===== config.mk =====
export PLATFORM = sky130hd
export DESIGN_NAME = serial_bound_reducer_flat
export DESIGN_NICKNAME = d
export VERILOG_FILES = /design/src/rtl/serial_bound_reducer_if.sv /design/src/rtl/serial_bound_reducer.sv /design/src/flat_wrapper.sv
export SDC_FILE = /design/constraint.sdc
export NUM_CORES = 1
export LEC_CHECK = 0
export BUFFER_PORTS_ARGS = -buffer_cell sky130_fd_sc_hd__buf_2
export CORE_MARGIN = 2
export CORE_UTILIZATION = 55
export CTS_CLUSTER_SIZE = 20
export DETAILED_ROUTE_END_ITERATION = 12
export PLACE_DENSITY_LB_ADDON = 0.05
export SLEW_MARGIN = 20
export SYNTH_ARGS = -nofsm -noshare
export SYNTH_HDL_FRONTEND = slang
export SYNTH_SLANG_ARGS = --single-unit

===== constraint.sdc =====
create_clock -name clk -period 3.64 [get_ports clk]
set_input_delay 0 -clock clk [delete_from_list [all_inputs] [get_ports clk]]
set_output_delay 0 -clock clk [all_outputs]
set_load 0.01 [all_outputs]

===== src/rtl/serial_bound_reducer_if.sv =====
// Candidate and result channels of the serial bound reducer.
// slave = reducer side, master = producer/consumer side.
interface serial_bound_reducer_if #(
  parameter int NUMBER_SIZE = 4,
  parameter int COUNT_SIZE  = 4
);
  logic                          start;
  logic                          cand_valid;
  logic                          cand_ready;
  logic signed [NUMBER_SIZE-1:0] cand_number;
  logic                          cand_activation;
  logic                          cand_is_upper;
  logic                          cand_last;
  logic                          result_valid;
  logic                          result_ready;
  logic signed [NUMBER_SIZE-1:0] lower_bound;
  logic                          lower_active;
  logic signed [NUMBER_SIZE-1:0] upper_bound;
  logic                          upper_active;
  logic                          feasible;
  logic [COUNT_SIZE-1:0]         cand_count;

  modport slave (
    input  start, cand_valid, cand_number,
    input  cand_activation, cand_is_upper,
    input  cand_last, result_ready,
    output cand_ready, result_valid,
    output lower_bound, lower_active,
    output upper_bound, upper_active,
    output feasible, cand_count
  );

  modport master (
    output start, cand_valid, cand_number,
    output cand_activation, cand_is_upper,
    output cand_last, result_ready,
    input  cand_ready, result_valid,
    input  lower_bound, lower_active,
    input  upper_bound, upper_active,
    input  feasible, cand_count
  );
endinterface


===== src/rtl/serial_bound_reducer.sv =====
// Serial reducer: folds (value, activation) bound candidates
// into a [max lower, min upper] interval with feasibility flag.
module serial_bound_reducer #(
  parameter int NUMBER_SIZE = 4,
  parameter int COUNT_SIZE  = 4
) (
  input logic clk,
  input logic rst_n,
  serial_bound_reducer_if.slave bus
);

  typedef enum logic [1:0] {
    IDLE,
    ACCUM,
    DONE
  } state_t;

  state_t state;
  state_t state_nx;

  logic ready;
  logic hs;

  logic signed [NUMBER_SIZE-1:0] lb;
  logic signed [NUMBER_SIZE-1:0] ub;
  logic                          la;
  logic                          ua;
  logic [COUNT_SIZE-1:0]         cnt;

  assign hs = bus.cand_valid & ready;

  always_comb begin
    state_nx = state;
    ready    = 1'b0;
    unique case (state)
      IDLE: begin
        if (bus.start) state_nx = ACCUM;
      end
      ACCUM: begin
        ready = ~bus.start;
        if (hs && bus.cand_last) state_nx = DONE;
      end
      DONE: begin
        if (bus.result_ready) state_nx = IDLE;
      end
      default: state_nx = IDLE;
    endcase
    // start always reopens a frame, aborting any frame in flight
    if (bus.start) state_nx = ACCUM;
  end

  always_ff @(posedge clk or negedge rst_n) begin
    if (!rst_n) state <= IDLE;
    else        state <= state_nx;
  end

  always_ff @(posedge clk or negedge rst_n) begin
    if (!rst_n) begin
      lb  <= '0;
      ub  <= '0;
      la  <= 1'b0;
      ua  <= 1'b0;
      cnt <= '0;
    end else if (bus.start) begin
      lb  <= '0;
      ub  <= '0;
      la  <= 1'b0;
      ua  <= 1'b0;
      cnt <= '0;
    end else if (hs) begin
      if (cnt != '1) cnt <= cnt + 1'b1;
      if (bus.cand_activation) begin
        if (bus.cand_is_upper) begin
          if (!ua || bus.cand_number < ub)
            ub <= bus.cand_number;
          ua <= 1'b1;
        end else begin
          if (!la || bus.cand_number > lb)
            lb <= bus.cand_number;
          la <= 1'b1;
        end
      end
    end
  end

  assign bus.cand_ready   = ready;
  assign bus.result_valid = (state == DONE);
  assign bus.lower_bound  = lb;
  assign bus.lower_active = la;
  assign bus.upper_bound  = ub;
  assign bus.upper_active = ua;
  assign bus.cand_count   = cnt;
  assign bus.feasible     = ~(la & ua) | (lb <= ub);

endmodule


===== src/flat_wrapper.sv =====
// flat-port wrapper written by rule: the top's interface ports become plain ports
module serial_bound_reducer_flat 
#(
  parameter int NUMBER_SIZE = 4,
  parameter int COUNT_SIZE  = 4
)
  (clk, rst_n, bus_start, bus_cand_valid, bus_cand_number, bus_cand_activation, bus_cand_is_upper, bus_cand_last, bus_result_ready, bus_cand_ready, bus_result_valid, bus_lower_bound, bus_lower_active, bus_upper_bound, bus_upper_active, bus_feasible, bus_cand_count);
  serial_bound_reducer_if #(.NUMBER_SIZE(NUMBER_SIZE), .COUNT_SIZE(COUNT_SIZE)) bus_i ();
  input logic clk;
  input logic rst_n;
  input wire logic [$bits(bus_i.start)-1:0] bus_start;
  input wire logic [$bits(bus_i.cand_valid)-1:0] bus_cand_valid;
  input wire logic [$bits(bus_i.cand_number)-1:0] bus_cand_number;
  input wire logic [$bits(bus_i.cand_activation)-1:0] bus_cand_activation;
  input wire logic [$bits(bus_i.cand_is_upper)-1:0] bus_cand_is_upper;
  input wire logic [$bits(bus_i.cand_last)-1:0] bus_cand_last;
  input wire logic [$bits(bus_i.result_ready)-1:0] bus_result_ready;
  output wire logic [$bits(bus_i.cand_ready)-1:0] bus_cand_ready;
  output wire logic [$bits(bus_i.result_valid)-1:0] bus_result_valid;
  output wire logic [$bits(bus_i.lower_bound)-1:0] bus_lower_bound;
  output wire logic [$bits(bus_i.lower_active)-1:0] bus_lower_active;
  output wire logic [$bits(bus_i.upper_bound)-1:0] bus_upper_bound;
  output wire logic [$bits(bus_i.upper_active)-1:0] bus_upper_active;
  output wire logic [$bits(bus_i.feasible)-1:0] bus_feasible;
  output wire logic [$bits(bus_i.cand_count)-1:0] bus_cand_count;
  assign bus_i.start = bus_start;
  assign bus_i.cand_valid = bus_cand_valid;
  assign bus_i.cand_number = bus_cand_number;
  assign bus_i.cand_activation = bus_cand_activation;
  assign bus_i.cand_is_upper = bus_cand_is_upper;
  assign bus_i.cand_last = bus_cand_last;
  assign bus_i.result_ready = bus_result_ready;
  assign bus_cand_ready = bus_i.cand_ready;
  assign bus_result_valid = bus_i.result_valid;
  assign bus_lower_bound = bus_i.lower_bound;
  assign bus_lower_active = bus_i.lower_active;
  assign bus_upper_bound = bus_i.upper_bound;
  assign bus_upper_active = bus_i.upper_active;
  assign bus_feasible = bus_i.feasible;
  assign bus_cand_count = bus_i.cand_count;
  serial_bound_reducer #(.NUMBER_SIZE(NUMBER_SIZE), .COUNT_SIZE(COUNT_SIZE)) u_core (.clk(clk), .rst_n(rst_n), .bus(bus_i));
endmodule

Word level (Yosys, flattened, before mapping)
Cells that the tools add are included.
Cells by class
  add/subtract/negate cells: 1
  bitwise logic cells: 5
  equal/unequal tests: 7
  magnitude comparators: 3
  multiplexer cells: 26
  reductions and logical operators: 18
Operators by type and width (number)
  2-to-1 mux 4 bit: 13
  nonzero test 2 bit: 6
  2-to-1 mux 1 bit: 9
  AND reduction 3 bit: 3
  AND reduction 4 bit: 2
  2-to-1 mux 2 bit: 3
  case mux 2 bit (3 select lines): 1
  adder 4 x 1 -> 4 bit (second input constant): 1
  > comparator 4 bit: 1
  less-or-equal comparator 4 bit: 1
  less-than comparator 4 bit: 1
  != test 2 bit (second input constant): 2
  != test 4 bit (second input constant): 1
  != test 3 x 2 -> 1 bit (second input constant): 1
  != test 3 bit (second input constant): 1
  AND 1 bit: 2
  == test 2 x 1 -> 1 bit (second input constant): 1
  == test 2 bit (second input constant): 1
  zero test 1 bit: 2
  zero test 2 bit: 1
  logical OR 1 bit: 2
  inverter 1 bit: 2
  AND reduction 2 bit: 1
  logical AND 1 bit: 1
  OR 1 bit: 1
Storage, ports and cells
  bits of input ports: 12
  flip-flop bits (word level): 16
  output and inout bits: 17
  logic and storage cells: 66

Logic depth before layout (Yosys ltp)
Gate-level depths: netlist of the first run.
  word-level depth: 7
  depth in mapped cells: 6
  mapped depth without buffers: 6

Worst setup path after synthesis of the first run
Ideal clock, no wire load.
  path kind: reg-to-reg
  start point: register u_core.ub[3] (netlist: u_core.bus.upper_bound[3])
  end point: register u_core.ub[1] (netlist: u_core.bus.upper_bound[1])
  clock period less this slack: 1854 ps
  library setup time: 125 ps
  data required time: 3515 ps
  path slack: 1786 ps
  data arrival time: 1729 ps
  stages on the path, launching flop included: 7
  buffers on the path: 0
  cell sequence: dfrtp_1 inv_1 ha_1 or3b_1 a211oi_2 o32ai_2 mux2_2
Between the ends
  word-level cells in the longest chain between the ends: 4
Ends and longest elaborated chain
  start, declared: line serial_bound_reducer.sv:25  | logic signed [NUMBER_SIZE-1:0] ub;
  start signal, assigned: line serial_bound_reducer.sv:75  | ub <= bus.cand_number;
  less-than comparator 4 bit: line serial_bound_reducer.sv:74  | if (!ua || bus.cand_number < ub)
  logical OR 1 bit: line serial_bound_reducer.sv:74
  nonzero test 2 bit (no source line)
  AND reduction 4 bit (no source line)
Every way passes these cells.
A chain may end at the register's enable or synchronous reset.

Worst setup path in the final report of the first run
  start point: register u_core.ub[3] (netlist: u_core.bus.upper_bound[3])
  end point: register u_core.ub[2] (netlist: u_core.bus.upper_bound[2])
The elaborated chain is that of the path after synthesis.

==> summary.txt, run 1 <==
Status
  – Status: finished, final reports clean

Global routing
  – GRT Resource Usage Total: 0.193
  – Grt ovf: 0
  – Vias in the first global route: 846
  – Antenna violations before repair: 0
  – Largest net degree at the start of global routing: 21
  – First-pass GRT wire length: 3570 um

Setup path
  – Critical path startpoint category: flop
  – Reg-to-reg critical path endpoint: u_core.bus.upper_bound[2]
  – Crit-path max cell delay: 490 ps
  – Reg-to-Reg Start: u_core.bus.upper_bound[3]
  – Worst setup path class: flop to flop
  – CP max stage cell: o32ai_2
  – Worst setup startpoint: u_core.bus.upper_bound[3]
  – Critical Path Fanout Max: 4
  – Crit path to: u_core.bus.upper_bound[2]
  – Worst endpoint required time: 3810 ps
  – Slack of the worst reg-to-reg path: 1630 ps
  – Critical path arrival: 2180 ps
  – Worst R2R Path Depth: 6
  – Setup crit end kind: flop
  – Crit path cell chain: inv_1 > ha_1 > or3b_1 > a211oi_2 > o32ai_2 > mux2_2

Placed design
  – GP Congestion: 0.838
  – Quantity of I/O buffers inserted on ports: 28
  – DP Worst Slack: 1620 ps
  – Placed cell areas: 0.00124 mm2
  – Detailed placement HPWL: 1720 um

Logic synthesis
  – Sequential element share of the synthesized area: 0.369
  – Post-synth EDFFs: 0
  – Top-area cell type share of the netlist area: 0.369
  – Post-Synthesis Cells: 107
  – Yosys cell types: 35
  – FFs w/ async S/R, synth: 1.00
  – Mean area per synthesized cell: 10.1 um2
  – Yosys top cell by area: dfrtp_1
  – Yosys warns: 0
  – Count leader, synth: dfrtp_1
  – Syn_nets: 131
  – Mapped cell area: 0.00108 mm2
  – Most used DFF post-synth: dfrtp_1
  – Yosys reg bits: 16
  – Post-synth top cells: dfrtp_1 (16), ha_1 (12), inv_1 (11)
  – Top cells by area, synth: dfrtp_1 (37%), ha_1 (14%), mux2_2 (6.2%)

Floorplanning
  – Starting Density: 0.570
  – Io pins: 29
  – Width of the die: 48.4 um
  – CORE AREA: 0.00190 mm2
  – FP Rows: 16
  – Die area: 0.00234 mm2
  – Chip height: 48.4 um

Timing
  – Fin. Hold Viols: 0
  – F_max: 497 MHz
  – Finish-stage setup viols: 0
  – Slew margin rel.: 0.677
  – Fin worst setup slack: 1630 ps
  – Setup TNS: 0 ps
  – Final Slew Violations: 0
  – Layout Skew: 2.46 ps
  – Min Tclk post-route: 2010 ps
  – RSZ-0062 raised after global routing: false
  – Period utilisation layout: 0.553
  – Worst Tran Pin Value: 485 ps

Route
  – Initial DRC count: 7
  – Vias per cell: 5.27
  – Final antenna-violating net count: 0
  – Total Routed Length: 2100 um
  – Drt drc: 0
  – WL per Instance: 12.8 um
  – Total iterations of the first detailed-routing run: 4
  – Via count: 864

Clock network
  – Clk sinks: 16
  – TritonCTS buffer count: 3
  – Clock tree buffer depth: 2
  – # hold bufs at CTS: 2
  – Number of setup buffers added after CTS: 0
  – CTS resizes: 0
  – Worst-Skew Late Latency: 270 ps
  – CTS tree: done
  – Root cell of the clock tree: clkbuf_4
  – H-tree depth: 1
  – Clock-pin slew on the worst setup and hold paths: 90 ps

Flow run
  – Max Cap Viol: 0

Pwr
  – P per Cell Area: 285 mW/mm2
  – Pleak: 0.666 nW
  – Tot Pwr: 365 uW
  – Worst VDD drop: 0.220 mV

Worst hold path
  – Hold Crit Depth: 3
  – Worst Hold Class: input pin to flop

Layout
  – Fill count: 166
  – N_diodes: 0
  – Layout cells sized above 1: 0.307
  – Nets@finish: 163
  – Util after Layout: 0.672
  – Post-route cell area: 0.00128 mm2
  – Layout area overhead: 17.9%
## per-stage QoR
stage	hold slack, ps	instances
final	29.9	164
after global routing	40.8	164
after CTS	17.2	164
after detailed placement	-63.9	159
after global placement	-64.5	159
after floorplan	-296	107
## how the worst min path moves through the flow
stage	from	to	slack (ps)
finish	bus_cand_is_upper	u_core.bus.upper_active	30
floorplan	rst_n	u_core.bus.cand_count[0]	-300
global route	bus_result_ready	u_core.state[1]	40
detailed placement	rst_n	u_core.bus.upper_bound[3]	-60
global placement	rst_n	u_core.bus.upper_bound[3]	-60
CTS	bus_cand_is_upper	u_core.bus.upper_active	20
## layout by cell type (no fill, tap or decap), drive strengths merged, types with 2 or more instances in the layout
master and instances:
nand2b 3, clkbuf 3, ha 12, and2b 2
nand3 3, nor2b 5, buf 28, nor3 2
nand4 2, nor2 10, inv 11, a21oi 5
nand3b 2, dfrtp 16, o21ai 3, mux2 6
dlygate4sd3 2, nand2 5, mux2i 2
## routing by layer
layer	global-route usage	routed length, um
met1	0.251	968
met2	0.343	1040
met5	0	0
met4	0.0524	12
met3	0.0216	79
## logic make-up (layout without fill, tap and decap cells)
group | after synthesis | after routing | synth area share
flops | 16 | 16 | 0.369
simple gates | 40 | 40 | 0.221
compound gates | 16 | 16 | 0.123
fa+ha+maj | 12 | 12 | 0.138
buf+inv | 14 | 44 | 0.0588
mux | 8 | 8 | 0.0807
xor+xnor | 1 | 1 | 0.00808
## worst max-delay path, delay by kind of cell, from the launching register on
kind / cells / cell delay [ps]
compound gates: 2 / 560
buf+inv: 1 / 70
fa+ha+maj: 1 / 290
mux: 1 / 390
flops: 1 / 370
simple gates: 1 / 220
## cell type report
class	instances	area, um2	area share
Timing Repair Buffer	30	160	0.125
Tap cell	27	33.8	0.0264
Sequential cell	16	400	0.313
Multi-Input combinational cell	77	621	0.485
Inverter	11	41.3	0.0323
Clock buffer	3	22.5	0.0176
## sequential cells by signal, indices dropped and copies added, names as in the netlist
signal,cells
u_core.bus.lower_active,1
u_core.bus.cand_count,4
u_core.state,2
u_core.bus.upper_active,1
u_core.bus.lower_bound,4
u_core.bus.upper_bound,4
## report_power, final
| group | internal (mW) | total [mW] | switching, mW |
|---|---|---|---|
| clock | 0.0383 | 0.0897 | 0.0514 |
| combinational | 0.0377 | 0.0822 | 0.0446 |
| sequential | 0.186 | 0.193 | 0.00707 |
Power figures use the tool's default switching activity.
==> run 2: changes to the inputs <==
- CORE_UTILIZATION: 55 -> 46
- clock period: 3.64 -> 1.8 ns (I/O delays scaled with it)
==> run 2 against run 1 <==
Effect of this change: the run now ends with setup timing left; clock skew shrank 1.7 ps; clock power increased to 2.8 times the previous value; die area is 18% higher; critical path depth is the same; global-route usage up 2.4 points; routed wire length is 36% higher; clock-buffer cell count is 1 higher; core utilization rose by 2.3 points.
==> summary.txt, run 2 (synthesis gave the netlist of run 1 again) <==
Pwr
  – P per Cell Area: 574 mW/mm2
  – Worst VDD drop: 0.435 mV
  – Tot Pwr: 883 uW
  – Pleak: 0.783 nW

Worst hold path
  – WHS Endpoint: u_core.bus.lower_active
  – Min-delay src: bus_cand_activation
  – Hold Crit Depth: 3
  – Worst Hold Class: input pin to flop

Setup path
  – CP bufs+invs: 1
  – CP max stage cell: or3b_4
  – Critical path arrival: 2060 ps
  – Crit-path max cell delay: 400 ps
  – Critical path startpoint category: flop
  – Slack of the worst reg-to-reg path: -60 ps
  – Setup crit end kind: flop
  – Worst setup startpoint: u_core.bus.upper_bound[3]
  – Worst endpoint required time: 2000 ps
  – Worst R2R Path Depth: 6
  – Reg-to-reg critical path endpoint: u_core.bus.upper_bound[1]
  – CP top delay family: simple AND/OR/NAND/NOR gates
  – Worst setup path class: flop to flop
  – Reg-to-Reg Start: u_core.bus.upper_bound[3]
  – Critical Path Fanout Max: 4
  – Crit path cell chain: inv_2 > ha_4 > or3b_4 > a211oi_4 > o32ai_4 > mux2_4

Timing
  – Finish-stage setup viols: 4
  – Setup TNS: -130 ps
  – Final Slew Violations: 0
  – Layout Skew: 0.779 ps
  – Worst Tran Pin Value: 373 ps
  – Slew margin rel.: 0.751
  – F_max: 537 MHz
  – Fin. Hold Viols: 0
  – Min Tclk post-route: 1860 ps
  – Period utilisation layout: 1.03
  – Fin worst setup slack: -61.4 ps
  – RSZ-0062 raised after global routing: true
  – Worst hold margin: 10.4 ps

Layout
  – Util after Layout: 0.696
  – N_diodes: 0
  – Nets@finish: 180
  – Layout area overhead: 41.9%
  – Layout Cells excl Fill: 183
  – Register area: 400 um2
  – Most frequent cells in the layout: buf_2 (27), dfrtp_1 (16), buf_4 (15)
  – Fill count: 172
  – Multi-input logic area: 731 um2
  – Layout cells sized above 1: 0.458
  – Post-route cell area: 0.00154 mm2
  – Commonest non-fill, non-tap cell in the layout: buf_2

Status
  – Status: finished with violations
  – Failing checks: setup timing

Route
  – Via count: 977
  – Drt drc: 0
  – Final antenna-violating net count: 0
  – WL per Instance: 15.6 um
  – Initial DRC count: 10
  – Total Routed Length: 2850 um
  – Vias per cell: 5.34
  – Total iterations of the first detailed-routing run: 4

Clock network
  – Clk sinks: 16
  – Root cell of the clock tree: clkbuf_4
  – H-tree depth: 1
  – Clock-pin slew on the worst setup and hold paths: 100 ps
  – CTS tree: done
  – Worst-Skew Late Latency: 300 ps
  – Clock tree buffer depth: 2
  – TritonCTS buffer count: 3

Floorplanning
  – Die area: 0.00276 mm2
  – Chip height: 52.6 um
  – CORE AREA: 0.00221 mm2
  – Io pins: 29
  – Starting Density: 0.490
  – FP Rows: 17
  – Width of the die: 52.6 um

Global routing
  – Largest net degree at the start of global routing: 17
  – Antenna violations before repair: 0
  – Vias in the first global route: 929
  – Grt ovf: 0
  – First-pass GRT wire length: 4310 um
  – GRT Resource Usage Total: 0.217

Placed design
  – Placed Cells: 171
  – Placed cell areas: 0.00132 mm2
  – Detailed placement HPWL: 1950 um
  – GP Congestion: 0.739
  – DP Worst Slack: -137 ps
  – Quantity of I/O buffers inserted on ports: 28

Flow run
  – Max Cap Viol: 0
[run 2: cell count changes in the layout (fill, tap and decap cells not counted), moves of 5 or more]
cell / delta
inv_2: +5
inv_1: -5
buf_4: +15
ha_4: +5
ha_1: -5
[run 2: worst min-delay path, cell delays in order]
cell and delay (ps):
buf_2 130, nand3b_4 90, a21oi_1 60
[run 2: layout make-up]
type / count / area share
tap: 28 / 0.0228
sequential: 16 / 0.260
clock buffer: 4 / 0.0236
timing repair buffer: 47 / 0.192
inverter: 11 / 0.0268
multi-input combinational: 77 / 0.475
[run 2: worst max-delay path by stage]
| stage | to | depth (start not counted) |
|---|---|---|
| floorplan | u_core.bus.upper_bound[1] | 6 |
| global placement | u_core.bus.upper_bound[2] | 6 |
| detailed placement | u_core.bus.upper_bound[1] | 6 |
| CTS | u_core.bus.upper_bound[1] | 6 |
| global route | u_core.bus.upper_bound[1] | 6 |
| finish | u_core.bus.upper_bound[1] | 6 |
[run 2: what timing repair did]
| action | CTS | global route |
|---|---|---|
| cloned | 0 | 0 |
| pin swaps | 6 | 3 |
| resized for setup | 8 | 14 |
| endpoints found under the hold margin | 22 | 0 |
| setup endpoints to repair | 8 | 10 |
| buffers inserted | 1 | 3 |
| hold buffers | 4 | 0 |
[run 2: power by group]
part / total (mW) / leakage (nW) / switching, mW / internal [mW]
Clock: 0.253 / 0.0210 / 0.129 / 0.124
Sequential: 0.391 / 0.215 / 0.0156 / 0.376
Combinational: 0.239 / 0.547 / 0.119 / 0.119
[run 2: metal layers]
layer  GRT usage  routed length (um)  part of all wire
met1       0.291                1290              0.45
met5           0                   0                 0
met2       0.333                1400              0.49
met3      0.0343                 110             0.039
met4       0.111                  55             0.019
